File: config.mk
export PLATFORM = sky130hd
export DESIGN_NAME = fetch_ctrl
export DESIGN_NICKNAME = d
export VERILOG_FILES = /design/src/rtl/fetch_ctrl.sv
export SDC_FILE = /design/constraint.sdc
export NUM_CORES = 1
export LEC_CHECK = 0
export ABC_AREA = 1
export ABC_CLOCK_PERIOD_IN_PS = 1600
export CORE_AREA = 3 3 107 109
export DETAILED_ROUTE_END_ITERATION = 16
export DIE_AREA = 0 0 110 112
export DONT_BUFFER_PORTS = 1
export PLACE_DENSITY = 0.59
export RECOVER_POWER = 50
export SYNTH_ARGS = -nofsm -noshare
export SYNTH_HDL_FRONTEND = slang
export SYNTH_SLANG_ARGS = --single-unit
File: constraint.sdc
create_clock -name clk -period 1.6 [get_ports clk]
set_input_delay 0.32 -clock clk [delete_from_list [all_inputs] [get_ports clk]]
set_output_delay 0.32 -clock clk [all_outputs]
set_load 0.02 [all_outputs]
File: src/rtl/fetch_ctrl.sv
// fetch_ctrl: front-end fetch sequencer.
// Presents one instruction-memory request at a time at the current PC and
// holds the returned word for decode over a valid/ready handshake. The PC
// register itself is external; this block steers it through step_size
// (increment applied at the next edge, 0 = hold) and set_pc/set_pc_value
// (direct load used for boot, traps and branch redirects).
//
// Ports:
//   clk, rstn                  clock, asynchronous active-low reset
//   pc_value                   current PC from the PC register
//   step_size, set_pc(_value)  PC update controls for the next edge
//   imem_req_*                 fetch request channel (valid/ready/addr)
//   imem_rsp_*                 fetch response (valid pulse, data, fault)
//   inst_*                     instruction handed to decode (valid/ready)
//   trap_*, redirect_*         flush requests; trap has priority
//   halt_req, halted           stop fetching / controller parked in IDLE
module fetch_ctrl #(
  parameter int unsigned           XLEN      = 32,
  parameter logic [XLEN-1:0]       BOOT_ADDR = 32'h0000_0000,
  parameter bit                    C_EXT     = 1'b1
) (
  input  logic            clk,
  input  logic            rstn,
  input  logic [XLEN-1:0] pc_value,
  output logic [7:0]      step_size,
  output logic            set_pc,
  output logic [XLEN-1:0] set_pc_value,
  output logic            imem_req_valid,
  input  logic            imem_req_ready,
  output logic [XLEN-1:0] imem_req_addr,
  input  logic            imem_rsp_valid,
  input  logic [31:0]     imem_rsp_data,
  input  logic            imem_rsp_err,
  output logic            inst_valid,
  input  logic            inst_ready,
  output logic [31:0]     inst_data,
  output logic [XLEN-1:0] inst_pc,
  output logic            inst_err,
  input  logic            trap_valid,
  input  logic [XLEN-1:0] trap_vector,
  input  logic            redirect_valid,
  input  logic [XLEN-1:0] redirect_pc,
  input  logic            halt_req,
  output logic            halted
);

  typedef enum logic [2:0] {
    ST_BOOT  = 3'd0,
    ST_FETCH = 3'd1,
    ST_WAIT  = 3'd2,
    ST_HAND  = 3'd3,
    ST_DRAIN = 3'd4,
    ST_IDLE  = 3'd5
  } state_e;

  state_e state_q, state_d;

  // Set while a request has been presented but not yet accepted; a halt must
  // not withdraw such a request, only a flush may.
  logic req_hold_q, req_hold_d;

  logic flush_s;
  logic latch_s;
  logic [7:0] step_amt_s;

  assign flush_s = trap_valid | redirect_valid;

  // Instruction length: 16-bit encodings have low bits other than 2'b11.
  always_comb begin
    if (!C_EXT || (inst_data[1:0] == 2'b11)) begin
      step_amt_s = 8'd4;
    end else begin
      step_amt_s = 8'd2;
    end
  end

  // Next-state and output decode from state and inputs.
  always_comb begin
    state_d        = state_q;
    req_hold_d     = 1'b0;
    latch_s        = 1'b0;
    step_size      = 8'd0;
    set_pc         = 1'b0;
    set_pc_value   = '0;
    imem_req_valid = 1'b0;
    imem_req_addr  = pc_value;
    inst_valid     = 1'b0;
    halted         = 1'b0;

    case (state_q)
      ST_BOOT: begin
        // Flushes are ignored here; the boot load always wins.
        set_pc       = 1'b1;
        set_pc_value = BOOT_ADDR;
        state_d      = ST_FETCH;
      end

      ST_FETCH: begin
        if (halt_req && !req_hold_q && !flush_s) begin
          state_d = ST_IDLE;
        end else begin
          imem_req_valid = 1'b1;
          if (imem_req_ready) begin
            // An accepted request that is flushed still owes a response.
            state_d = flush_s ? ST_DRAIN : ST_WAIT;
          end else begin
            state_d    = ST_FETCH;
            req_hold_d = !flush_s;
          end
        end
      end

      ST_WAIT: begin
        if (imem_rsp_valid) begin
          if (flush_s) begin
            state_d = ST_FETCH;
          end else begin
            latch_s = 1'b1;
            state_d = ST_HAND;
          end
        end else begin
          state_d = flush_s ? ST_DRAIN : ST_WAIT;
        end
      end

      ST_HAND: begin
        inst_valid = 1'b1;
        if (flush_s) begin
          // Decode may still take the word this cycle; the step is dropped.
          state_d = ST_FETCH;
        end else if (inst_ready) begin
          step_size = step_amt_s;
          state_d   = halt_req ? ST_IDLE : ST_FETCH;
        end else begin
          state_d = ST_HAND;
        end
      end

      ST_DRAIN: begin
        // The outstanding response is consumed even in a flush cycle, so a
        // flush here cannot strand the controller waiting forever.
        if (imem_rsp_valid) begin
          state_d = ST_FETCH;
        end else begin
          state_d = ST_DRAIN;
        end
      end

      ST_IDLE: begin
        halted = 1'b1;
        if (!halt_req && !flush_s) begin
          state_d = ST_FETCH;
        end else begin
          state_d = ST_IDLE;
        end
      end

      default: begin
        state_d = ST_BOOT;
      end
    endcase

    if (flush_s && (state_q != ST_BOOT)) begin
      set_pc       = 1'b1;
      step_size    = 8'd0;
      set_pc_value = trap_valid ? trap_vector : redirect_pc;
    end else begin
      set_pc       = set_pc;
    end
  end

  // State register and request-hold flag.
  always_ff @(posedge clk or negedge rstn) begin
    if (!rstn) begin
      state_q    <= ST_BOOT;
      req_hold_q <= 1'b0;
    end else begin
      state_q    <= state_d;
      req_hold_q <= req_hold_d;
    end
  end

  // Capture the fetched word, its fault tag and its address.
  always_ff @(posedge clk or negedge rstn) begin
    if (!rstn) begin
      inst_data <= 32'd0;
      inst_pc   <= '0;
      inst_err  <= 1'b0;
    end else if (latch_s) begin
      inst_data <= imem_rsp_data;
      inst_pc   <= pc_value;
      inst_err  <= imem_rsp_err;
    end else begin
      inst_data <= inst_data;
      inst_pc   <= inst_pc;
      inst_err  <= inst_err;
    end
  end

endmodule
==> impl_metrics.py, run 1 <==
metrics = {
    "finish": {
        "drive_gt1_share_pct": 32.3,
        "multi_input_area_um2": 1560,
        "syn2layout_area_growth_pct": 19.4,
        "nFillCells": 1075,
        "fin_nets": 621,
        "seq_area_um2": 1730,
    },
    "critical_path": {
        "cp-start-kind": "register",
        "worstPathArrival_ns": 1.49,
        "max_stage_delay_ns": 0.39,
        "cp_slowest_cell": "dfrtp_1",
        "crit_path_max_fanout": 8,
        "r2r_end": "inst_data[23]$_DFFE_PN0P_",
        "reg2reg_depth": 7,
        "crit_chain": "nor2_2 > nand2_2 > nand2_4 > buf_6 > buf_12 > a21oi_2 > buf_4",
        "regToRegSetupSlack_ns": 0.09,
        "critPathTopFamily": "buffers and inverters",
        "crit_start": "state_q[2]$_DFF_PN0_",
        "cp-end-kind": "output port",
        "crit_end": "set_pc_value[30]",
        "reg2reg_from": "state_q[2]$_DFF_PN0_",
        "path_class": "register to output port",
        "cp.buffers_inverters": 3,
        "required_ns": 1.28,
        "path_depth": 7,
    },
    "die": {
        "fp-row-count": 38,
        "io_pins": 278,
        "core_region_area_um2": 10700,
        "die_w_um": 110,
        "initial_core_util_pct": 35.6,
        "die-area_um2": 12300,
        "die_h_um": 112,
    },
    "logic_synthesis": {
        "yosysMostFrequentCell": "nand2_1",
        "synth.area.top_cells": "dfrtp_1 (45%), nand2_1 (14%), o21ai_2 (8.1%)",
        "yosys_most_used_dff": "dfrtp_1",
        "synth_area_leader_cell": "dfrtp_1",
        "synth_warnings": 0,
        "synthTopCellsByCount": "nand2_1 (144), inv_1 (73), dfrtp_1 (69)",
        "synth_cells": 478,
        "syn_area_um2": 3800,
        "postSynthAreaPerCell_um2": 7.96,
        "yosys_register_bits": 69,
        "synth_cell_types": 21,
        "yosysTopAreaCellShare_pct": 45.4,
        "ys_seq_area_share_pct": 45.4,
        "synth_edf_count": 0,
        "async_flop_share_pct": 100,
    },
    "clock_tree": {
        "clock_latency_ns": 0.34,
        "htree_levels": 3,
        "cts.sinks": 69,
        "cts_tree": "yes",
        "cts_root_buf": "clkbuf_8",
        "clockBufferDepth": 2,
        "clk_pin_slew_ns": 0.08,
        "cts_buffers": 9,
    },
    "timing": {
        "rsz0062_at_grt": "yes",
        "final_hold_viol_count": 69,
        "whs_ns": -0.341,
        "period_needed_ns": 1.81,
        "worst_clock_skew_ns": 0.0124,
        "slew_viol_final": 0,
        "finalCritPeriodShare_pct": 113,
        "max_freq_mhz": 553,
        "setup_slack_ns": -0.207,
        "setup_violations": 34,
    },
    "pwr": {
        "vdd_drop_max_uv": 551,
        "power.switching_w": 0.00189,
        "clockPowerShare_pct": 24.8,
        "power_leakage_nw": 2.32,
        "switching_share_pct": 36.3,
        "cellInternalPower_w": 0.00331,
        "p_seq_share_pct": 40.5,
        "p_comb_share_pct": 34.7,
        "power.density_nw_per_um2": 1150,
    },
    "run_status": {
        "status": "complete, but fails checks",
        "violations": "hold timing, setup timing",
    },
    "global_route": {
        "grt_pass1_vias": 3021,
        "grt_pass1_wl_um": 14900,
        "grt.total_usage_pct": 16.0,
        "top_usage_layer": "met2",
        "antenna_found_initial": 1,
        "grt_max_degree": 93,
        "met2_usage_pct": 30.3,
        "grt_use_met3_pct": 5.33,
        "overflow": 0,
        "use_met1_pct": 14.6,
    },
    "routing": {
        "via_count": 3055,
        "wl_um": 10800,
        "dr.pass1.iters": 4,
        "avgRoutedWirePerCell_um": 17.2,
        "antenna_left": 0,
        "drc": 0,
        "drt_iter0_drc": 128,
        "viasPerCell": 4.85,
    },
    "place": {
        "gp_congestion": 0.769,
        "pre_cts_ws_ns": 0.108,
        "port-buffer-count": 0,
        "dp_hpwl_um": 7770,
    },
    "run": {
        "timing.max_cap.violations": 0,
    },
    "worst_hold_path": {
        "hold_path_class": "input port to asynchronous set/reset pin",
    },
}
-- power groups by stage --
stage                     clock (W)  sequential [W]  combinational, W
after floorplan                   0         0.00213          0.000905
after global placement            0         0.00213           0.00119
after detailed placement          0         0.00214           0.00122
after CTS                   0.00136         0.00211           0.00166
after global routing        0.00143         0.00213           0.00192
final                       0.00129         0.00211           0.00180
-- worst register-to-register path: stages, from the launching register on --
cell and delay [ns]:
dfrtp_1 0.39, buf_4 0.15, inv_2 0.06, nand2_4 0.06, nor2_2 0.15, nand3_4 0.16
clkbuf_16 0.27, o21ai_1 0.19
-- cell type report --
class / instances / area share [%]
inverters: 75 / 6.26
repair buffers: 52 / 13.4
well taps: 140 / 3.86
flip-flops and latches: 69 / 38.0
clock buffers: 10 / 3.03
clock inverters: 6 / 1.02
diodes: 1 / 0.0551
multi-input cells: 277 / 34.3
-- metal layers --
| layer | part of all wire, % | vias to the layer above |
|---|---|---|
| met4 | 2.6 | 0 |
| met1 | 34 | 1430 |
| met3 | 10 | 17 |
| met5 | 0 | - |
| li1 | - | 1430 |
| met2 | 53 | 178 |
-- how the worst min path moves through the flow --
| stage | start | end | slack (ns) | cells after the start |
|---|---|---|---|---|
| floorplan | rstn | inst_data[0]$_DFFE_PN0P_ | 0.02 | 0 |
| global route | rstn | inst_data[26]$_DFFE_PN0P_ | -0.38 | 0 |
| detailed placement | rstn | inst_data[27]$_DFFE_PN0P_ | 0.03 | 0 |
| finish | rstn | inst_data[27]$_DFFE_PN0P_ | -0.34 | 0 |
| global placement | rstn | inst_data[27]$_DFFE_PN0P_ | 0.03 | 0 |
| CTS | rstn | inst_data[27]$_DFFE_PN0P_ | -0.37 | 0 |
-- cells in the final DEF (no fill, tap or decap), types with 3 or more instances in the layout --
master,instances
a21oi_2,31
buf_16,4
buf_4,19
buf_6,26
clkbuf_8,10
conb_1,6
dfrtp_1,69
inv_1,71
inv_2,3
nand2_1,140
nand2_2,6
nand2_4,4
nor2_1,6
nor2_2,3
o21ai_0,3
o21ai_1,30
o21ai_2,35
-- flip-flops by register name, summed over array words and instances, names as in the netlist --
register,cells
inst_data,32
inst_err,1
inst_pc,32
req_hold_q,1
state_q,3
-- timing repair --
item                       CTS  global route
setup endpoints to repair   35            41
gates cloned                 3             1
hold endpoints to repair    69            69
pin swaps                    5             4
buffers inserted             9             1
gates resized for setup     36            47
-- cells by family after synthesis --
family / count (synthesis) / share of synthesized area (%)
and+or+nand+nor: 167 / 17.7
buffers and inverters: 137 / 19.6
AOI/OAI and AO/OA: 104 / 17.2
DFF: 69 / 45.4
other: 1 / 0.0986
-- through the flow --
step	utilization [%]	instance area, µm²	setup TNS [ns]	std cells	power [W]
after global placement	36.4	3900	0	603	0.00332
after detailed placement	36.4	3900	0	603	0.00336
after CTS	40.6	4340	-7.31	629	0.00513
final	42.4	4540	-6.17	630	0.00520
after global routing	42.4	4540	-10.15	630	0.00548
after floorplan	-	3830	0	483	0.00303
Power figures use the tool's default switching activity.
==> run 2: changes to the inputs <==
--- a/config.mk
+++ b/config.mk
@@ -11,7 +11,7 @@
 export DETAILED_ROUTE_END_ITERATION = 16
 export DIE_AREA = 0 0 110 112
 export DONT_BUFFER_PORTS = 1
-export PLACE_DENSITY = 0.59
+export PLACE_DENSITY_LB_ADDON = 0.08
 export RECOVER_POWER = 50
 export SYNTH_ARGS = -nofsm -noshare
 export SYNTH_HDL_FRONTEND = slang
==> run 2 against run 1 <==
The run still ends with hold timing, setup timing left. Sequential cell count is the same. Count of clock-buffer cells in the layout stayed put. Setup slack better by 0.020 ns. Clock skew grew 0.0053 ns. Die area did not move. Via count increased by 3.3%. Sequential share of layout area fell by 4.2 points. Global-route usage shrank 1.3 points. Wire length rose by 8.2%. Cell area grew 12%. Critical path type unchanged.
==> impl_metrics.py, run 2 (synthesized netlist as in run 1, its figures left out) <==
metrics = {
    "worst_hold_path": {
        "hold_path_class": "input port to asynchronous set/reset pin",
    },
    "die": {
        "die_w_um": 110,
        "initial_core_util_pct": 35.6,
        "die_h_um": 112,
        "io_pins": 278,
        "fp-row-count": 38,
        "core_region_area_um2": 10700,
        "die-area_um2": 12300,
    },
    "routing": {
        "dr.pass1.iters": 6,
        "avgRoutedWirePerCell_um": 17.9,
        "via_count": 3157,
        "wl_um": 11700,
        "antenna_left": 0,
        "drt_iter0_drc": 170,
        "viasPerCell": 4.84,
        "drc": 0,
    },
    "finish": {
        "nFillCells": 1069,
        "reg_top3": "inst_data (32), inst_pc (32), state_q (3)",
        "fin_nets": 644,
        "post-route-cell-area_um2": 5110,
        "drive_gt1_share_pct": 42.8,
        "multi_input_area_um2": 1800,
        "seq_area_um2": 1730,
        "n_antenna_cell": 0,
        "final_util_pct": 47.7,
        "final_cell_mix": "nand2_1 (87), inv_1 (71), dfrtp_1 (69), o21ai_2 (49), buf_4 (38)",
        "syn2layout_area_growth_pct": 34.2,
        "final_common_cell": "nand2_1",
    },
    "clock_tree": {
        "htree_levels": 3,
        "clock_latency_ns": 0.35,
        "cts_tree": "yes",
        "clk_pin_slew_ns": 0.09,
        "clockBufferDepth": 2,
        "cts.sinks": 69,
        "cts_root_buf": "clkbuf_8",
        "cts_buffers": 9,
    },
    "critical_path": {
        "crit_start": "state_q[0]$_DFF_PN0_",
        "regToRegSetupSlack_ns": -0.14,
        "cp-start-kind": "register",
        "path_class": "register to output port",
        "cp-end-kind": "output port",
        "reg2reg_from": "state_q[2]$_DFF_PN0_",
        "r2r_end": "inst_data[7]$_DFFE_PN0P_",
        "crit_path_max_fanout": 16,
        "reg2reg_depth": 10,
        "required_ns": 1.28,
        "worstPathArrival_ns": 1.47,
    },
    "global_route": {
        "grt_pass1_vias": 2747,
        "grt.total_usage_pct": 14.7,
        "grt_max_degree": 70,
        "use_met1_pct": 17.0,
        "antenna_found_initial": 0,
        "grt_use_met3_pct": 7.07,
        "overflow": 0,
        "grt_pass1_wl_um": 14200,
        "met2_usage_pct": 23.7,
        "top_usage_layer": "met2",
    },
    "timing": {
        "period_needed_ns": 1.79,
        "final_hold_viol_count": 69,
        "rsz0062_at_grt": "yes",
        "max_freq_mhz": 559,
        "whs_ns": -0.352,
        "setup_violations": 101,
        "finalCritPeriodShare_pct": 112,
        "slew_viol_final": 0,
        "setup_slack_ns": -0.187,
        "worst_clock_skew_ns": 0.0177,
    },
    "place": {
        "gp_congestion": 0.717,
        "dpl_cell_area_um2": 3940,
        "port-buffer-count": 0,
        "dp_hpwl_um": 7190,
    },
    "run": {
        "timing.max_cap.violations": 0,
    },
    "run_status": {
        "violations": "hold timing, setup timing",
        "status": "complete, but fails checks",
    },
    "pwr": {
        "vdd_drop_max_uv": 408,
        "power_leakage_nw": 2.57,
        "power.density_nw_per_um2": 1040,
    },
}
[run 2: changes by cell type in the layout (fill, tap and decap cells not counted), moves of 14 or more]
| cell | before | now |
|---|---|---|
| a21oi_1 | 2 | 31 |
| a21oi_2 | 31 | 3 |
| buf_4 | 19 | 38 |
| nand2_1 | 140 | 87 |
| nand2_2 | 6 | 36 |
| nand2_4 | 4 | 27 |
| o21ai_1 | 30 | 16 |
| o21ai_2 | 35 | 49 |
[run 2: repair_timing]
action                     CTS  global route
cloned                       1            22
pin swaps                    5             6
gates resized for setup     17           117
setup endpoints to repair   35           101
buffers inserted             3             4
hold endpoints to repair    69            69
[run 2: final cells by class]
cell class / instances / area share (%)
clock buffers: 10 / 2.50
clock inverters: 6 / 1.86
inverters: 75 / 5.56
multi-input cells: 280 / 35.3
flip-flops and latches: 69 / 33.8
well taps: 140 / 3.43
repair buffers: 72 / 17.5
[run 2: stage by stage]
stage / cells / setup WS, ns / TNS (ns) / power, W
2_1_floorplan: 483 / 0.0342 / 0 / 0.00303
3_3_place_gp: 607 / 0.151 / 0 / 0.00337
3_5_place_dp: 607 / 0.118 / 0 / 0.00338
4_1_cts: 627 / -0.203 / -6.18 / 0.00525
5_1_grt: 652 / -0.265 / -18.79 / 0.00562
6_report: 652 / -0.187 / -10.61 / 0.00532
[run 2: worst max-delay path, cell delays in order (launching register included)]
cell and delay, ns:
dfrtp_1 0.38, inv_2 0.08, nand2_2 0.10, nand2_4 0.08
buf_12 0.16, a21oi_1 0.15, buf_4 0.17
[run 2: worst max-delay path by stage]
stage                             endpoint  slack (ns)  depth (start not counted)
after floorplan           set_pc_value[10]        0.03                          5
after global placement     set_pc_value[1]        0.15                          6
after detailed placement   set_pc_value[1]        0.12                          6
after CTS                     step_size[2]       -0.20                          7
after global routing      set_pc_value[10]       -0.27                          6
final                     set_pc_value[10]       -0.19                          6
[run 2: power by group]
group	leakage [nW]	switching [W]	internal, W
sequential	0.953	0.000271	0.00187
clock	0.105	0.000744	0.000895
combinational	1.52	0.000865	0.000676
total	2.57	0.00188	0.00344
[run 2: routing by layer]
layer  part of all wire, %  vias up
met5                     0        -
met4                   1.3        0
met3                    10       12
met2                    49      166
met1                    39     1493
li1                      -     1486
==> run 3: changes to the inputs <==
--- a/config.mk
+++ b/config.mk
@@ -11,6 +11,7 @@
 export DETAILED_ROUTE_END_ITERATION = 16
 export DIE_AREA = 0 0 110 112
 export DONT_BUFFER_PORTS = 1
+export MAX_ROUTING_LAYER = met4
 export PLACE_DENSITY_LB_ADDON = 0.08
 export RECOVER_POWER = 50
 export SYNTH_ARGS = -nofsm -noshare
==> run 3 against run 2 <==
Largest cell class unchanged. The run still ends with hold timing, setup timing left. Worst hold slack improved by 0.0062 ns. Critical path type unchanged. Non-clock buffer count did not move. Fmax rose by 0.69%.
==> impl_metrics.py, run 3 (synthesized netlist as in run 1, its figures left out) <==
metrics = {
    "global_route": {
        "grt.total_usage_pct": 15.1,
        "grt_pass1_vias": 2755,
        "grt_pass1_wl_um": 14100,
        "overflow": 0,
        "antenna_found_initial": 0,
        "grt_max_degree": 70,
    },
    "clock_tree": {
        "htree_levels": 3,
        "clk_pin_slew_ns": 0.09,
        "clock_latency_ns": 0.35,
        "cts.sinks": 69,
        "cts_root_buf": "clkbuf_8",
        "clockBufferDepth": 2,
        "cts_tree": "yes",
        "cts_buffers": 9,
    },
    "place": {
        "pre_cts_ws_ns": 0.118,
        "dp_hpwl_um": 7190,
        "dpl_cell_area_um2": 3940,
        "port-buffer-count": 0,
        "dp_cells": 607,
        "gp_congestion": 0.726,
    },
    "routing": {
        "drt_iter0_drc": 191,
        "avgRoutedWirePerCell_um": 18.1,
        "wl_um": 11800,
        "via_count": 3175,
        "viasPerCell": 4.87,
        "antenna_left": 0,
        "drc": 0,
        "dr.pass1.iters": 4,
    },
    "critical_path": {
        "cp-start-kind": "register",
        "path_class": "register to output port",
        "critPathTopFamily": "buffers and inverters",
        "crit_chain": "inv_2 > nand2_2 > nand2_4 > buf_12 > a21oi_1 > buf_4",
        "cp_slowest_cell": "dfrtp_1",
        "worstPathArrival_ns": 1.46,
        "required_ns": 1.28,
        "crit_path_max_fanout": 16,
        "cp.buffers_inverters": 3,
        "max_stage_delay_ns": 0.38,
        "cp-end-kind": "output port",
    },
    "finish": {
        "reg_top3": "inst_data (32), inst_pc (32), state_q (3)",
        "final_common_cell": "nand2_1",
        "syn2layout_area_growth_pct": 33.8,
        "fin_nets": 644,
        "post-route-cell-area_um2": 5090,
        "instances_no_fill": 652,
        "drive_gt1_share_pct": 42.0,
        "final_cell_mix": "nand2_1 (92), inv_1 (71), dfrtp_1 (69), o21ai_2 (50), buf_4 (38)",
        "n_antenna_cell": 0,
    },
    "die": {
        "fp-row-count": 38,
        "core_region_area_um2": 10700,
        "io_pins": 278,
        "die_w_um": 110,
        "die-area_um2": 12300,
        "initial_core_util_pct": 35.6,
        "die_h_um": 112,
    },
    "timing": {
        "setup_tns_ns": -10.98,
        "worst_clock_skew_ns": 0.0156,
        "final_hold_viol_count": 69,
        "slew_viol_final": 0,
        "setup_slack_ns": -0.175,
        "rsz0062_at_grt": "yes",
        "whs_ns": -0.346,
        "max_freq_mhz": 563,
        "finalCritPeriodShare_pct": 111,
        "period_needed_ns": 1.78,
        "setup_violations": 100,
    },
    "pwr": {
        "power_leakage_nw": 2.57,
        "power.density_nw_per_um2": 1050,
        "vdd_drop_max_uv": 394,
    },
    "worst_hold_path": {
        "hold_path_class": "input port to asynchronous set/reset pin",
    },
    "run": {
        "timing.max_cap.violations": 0,
    },
    "run_status": {
        "violations": "hold timing, setup timing",
        "status": "complete, but fails checks",
    },
}
## run 3: changes by cell type in the layout (fill, tap and decap cells not counted)
cell,change
nand2_4,-2
nand2_1,+5
o21ai_1,-1
o21ai_2,+1
nand2_2,-3
## run 3: through the flow
step	hold WS [ns]	power, W	utilization [%]
finish	-0.346	0.00533	47.6
global placement	0.0261	0.00337	36.8
detailed placement	0.0262	0.00338	36.8
floorplan	0.0244	0.00303	-
global route	-0.381	0.00561	47.6
CTS	-0.371	0.00525	40.0
## run 3: timing repair
item / in CTS / in global routing
buffers inserted: 3 / 4
gates resized for setup: 17 / 111
pin swaps: 5 / 6
hold endpoints to repair: 69 / 69
cloned: 1 / 22
endpoints found under the setup margin: 35 / 101
## run 3: path summary, 6_finish.rpt
| check | start | end | slack [ns] | depth (start not counted) |
|---|---|---|---|---|
| worst min register to register | inst_pc[8]$_DFFE_PN0P_ | inst_pc[8]$_DFFE_PN0P_ | 0.63 | 2 |
| min in group clk | imem_req_ready | req_hold_q$_DFF_PN0_ | 0.05 | 1 |
| worst max register to register | state_q[2]$_DFF_PN0_ | inst_data[7]$_DFFE_PN0P_ | -0.14 | 10 |
| worst max-delay path | state_q[0]$_DFF_PN0_ | set_pc_value[10] | -0.18 | 6 |
| worst min-delay path | rstn | inst_data[5]$_DFFE_PN0P_ | -0.35 | 0 |
| max in group asynchronous | rstn | inst_pc[7]$_DFFE_PN0P_ | 1.81 | 0 |
## run 3: report_power, final
group	total (W)	leakage (nW)	internal [W]	switching [W]
logic	0.00154	1.51	0.000674	0.000866
registers	0.00214	0.953	0.00187	0.000268
clock network	0.00164	0.105	0.000896	0.000749
total	0.00533	2.57	0.00344	0.00188
## run 3: area by class of cell
cell class                      instances  area [µm²]
Fill cell                            1070        5610
Multi-Input combinational cell        280        1780
Sequential cell                        69        1730
Timing Repair Buffer                   72         896
Inverter                               75         284
Tap cell                              140         175
Clock buffer                           10         128
Clock inverter                          6        95.1
## run 3: layer usage
layer | share of wire, % | up-vias | global-route usage, % | routed length (µm)
met1 | 40 | 1504 | 17.3 | 4700
li1 | - | 1487 | - | -
met5 | 0 | - | - | 0
met2 | 50 | 172 | 23.7 | 5860
met3 | 9.3 | 12 | 6.55 | 1100
met4 | 1.2 | 0 | 4.82 | 138
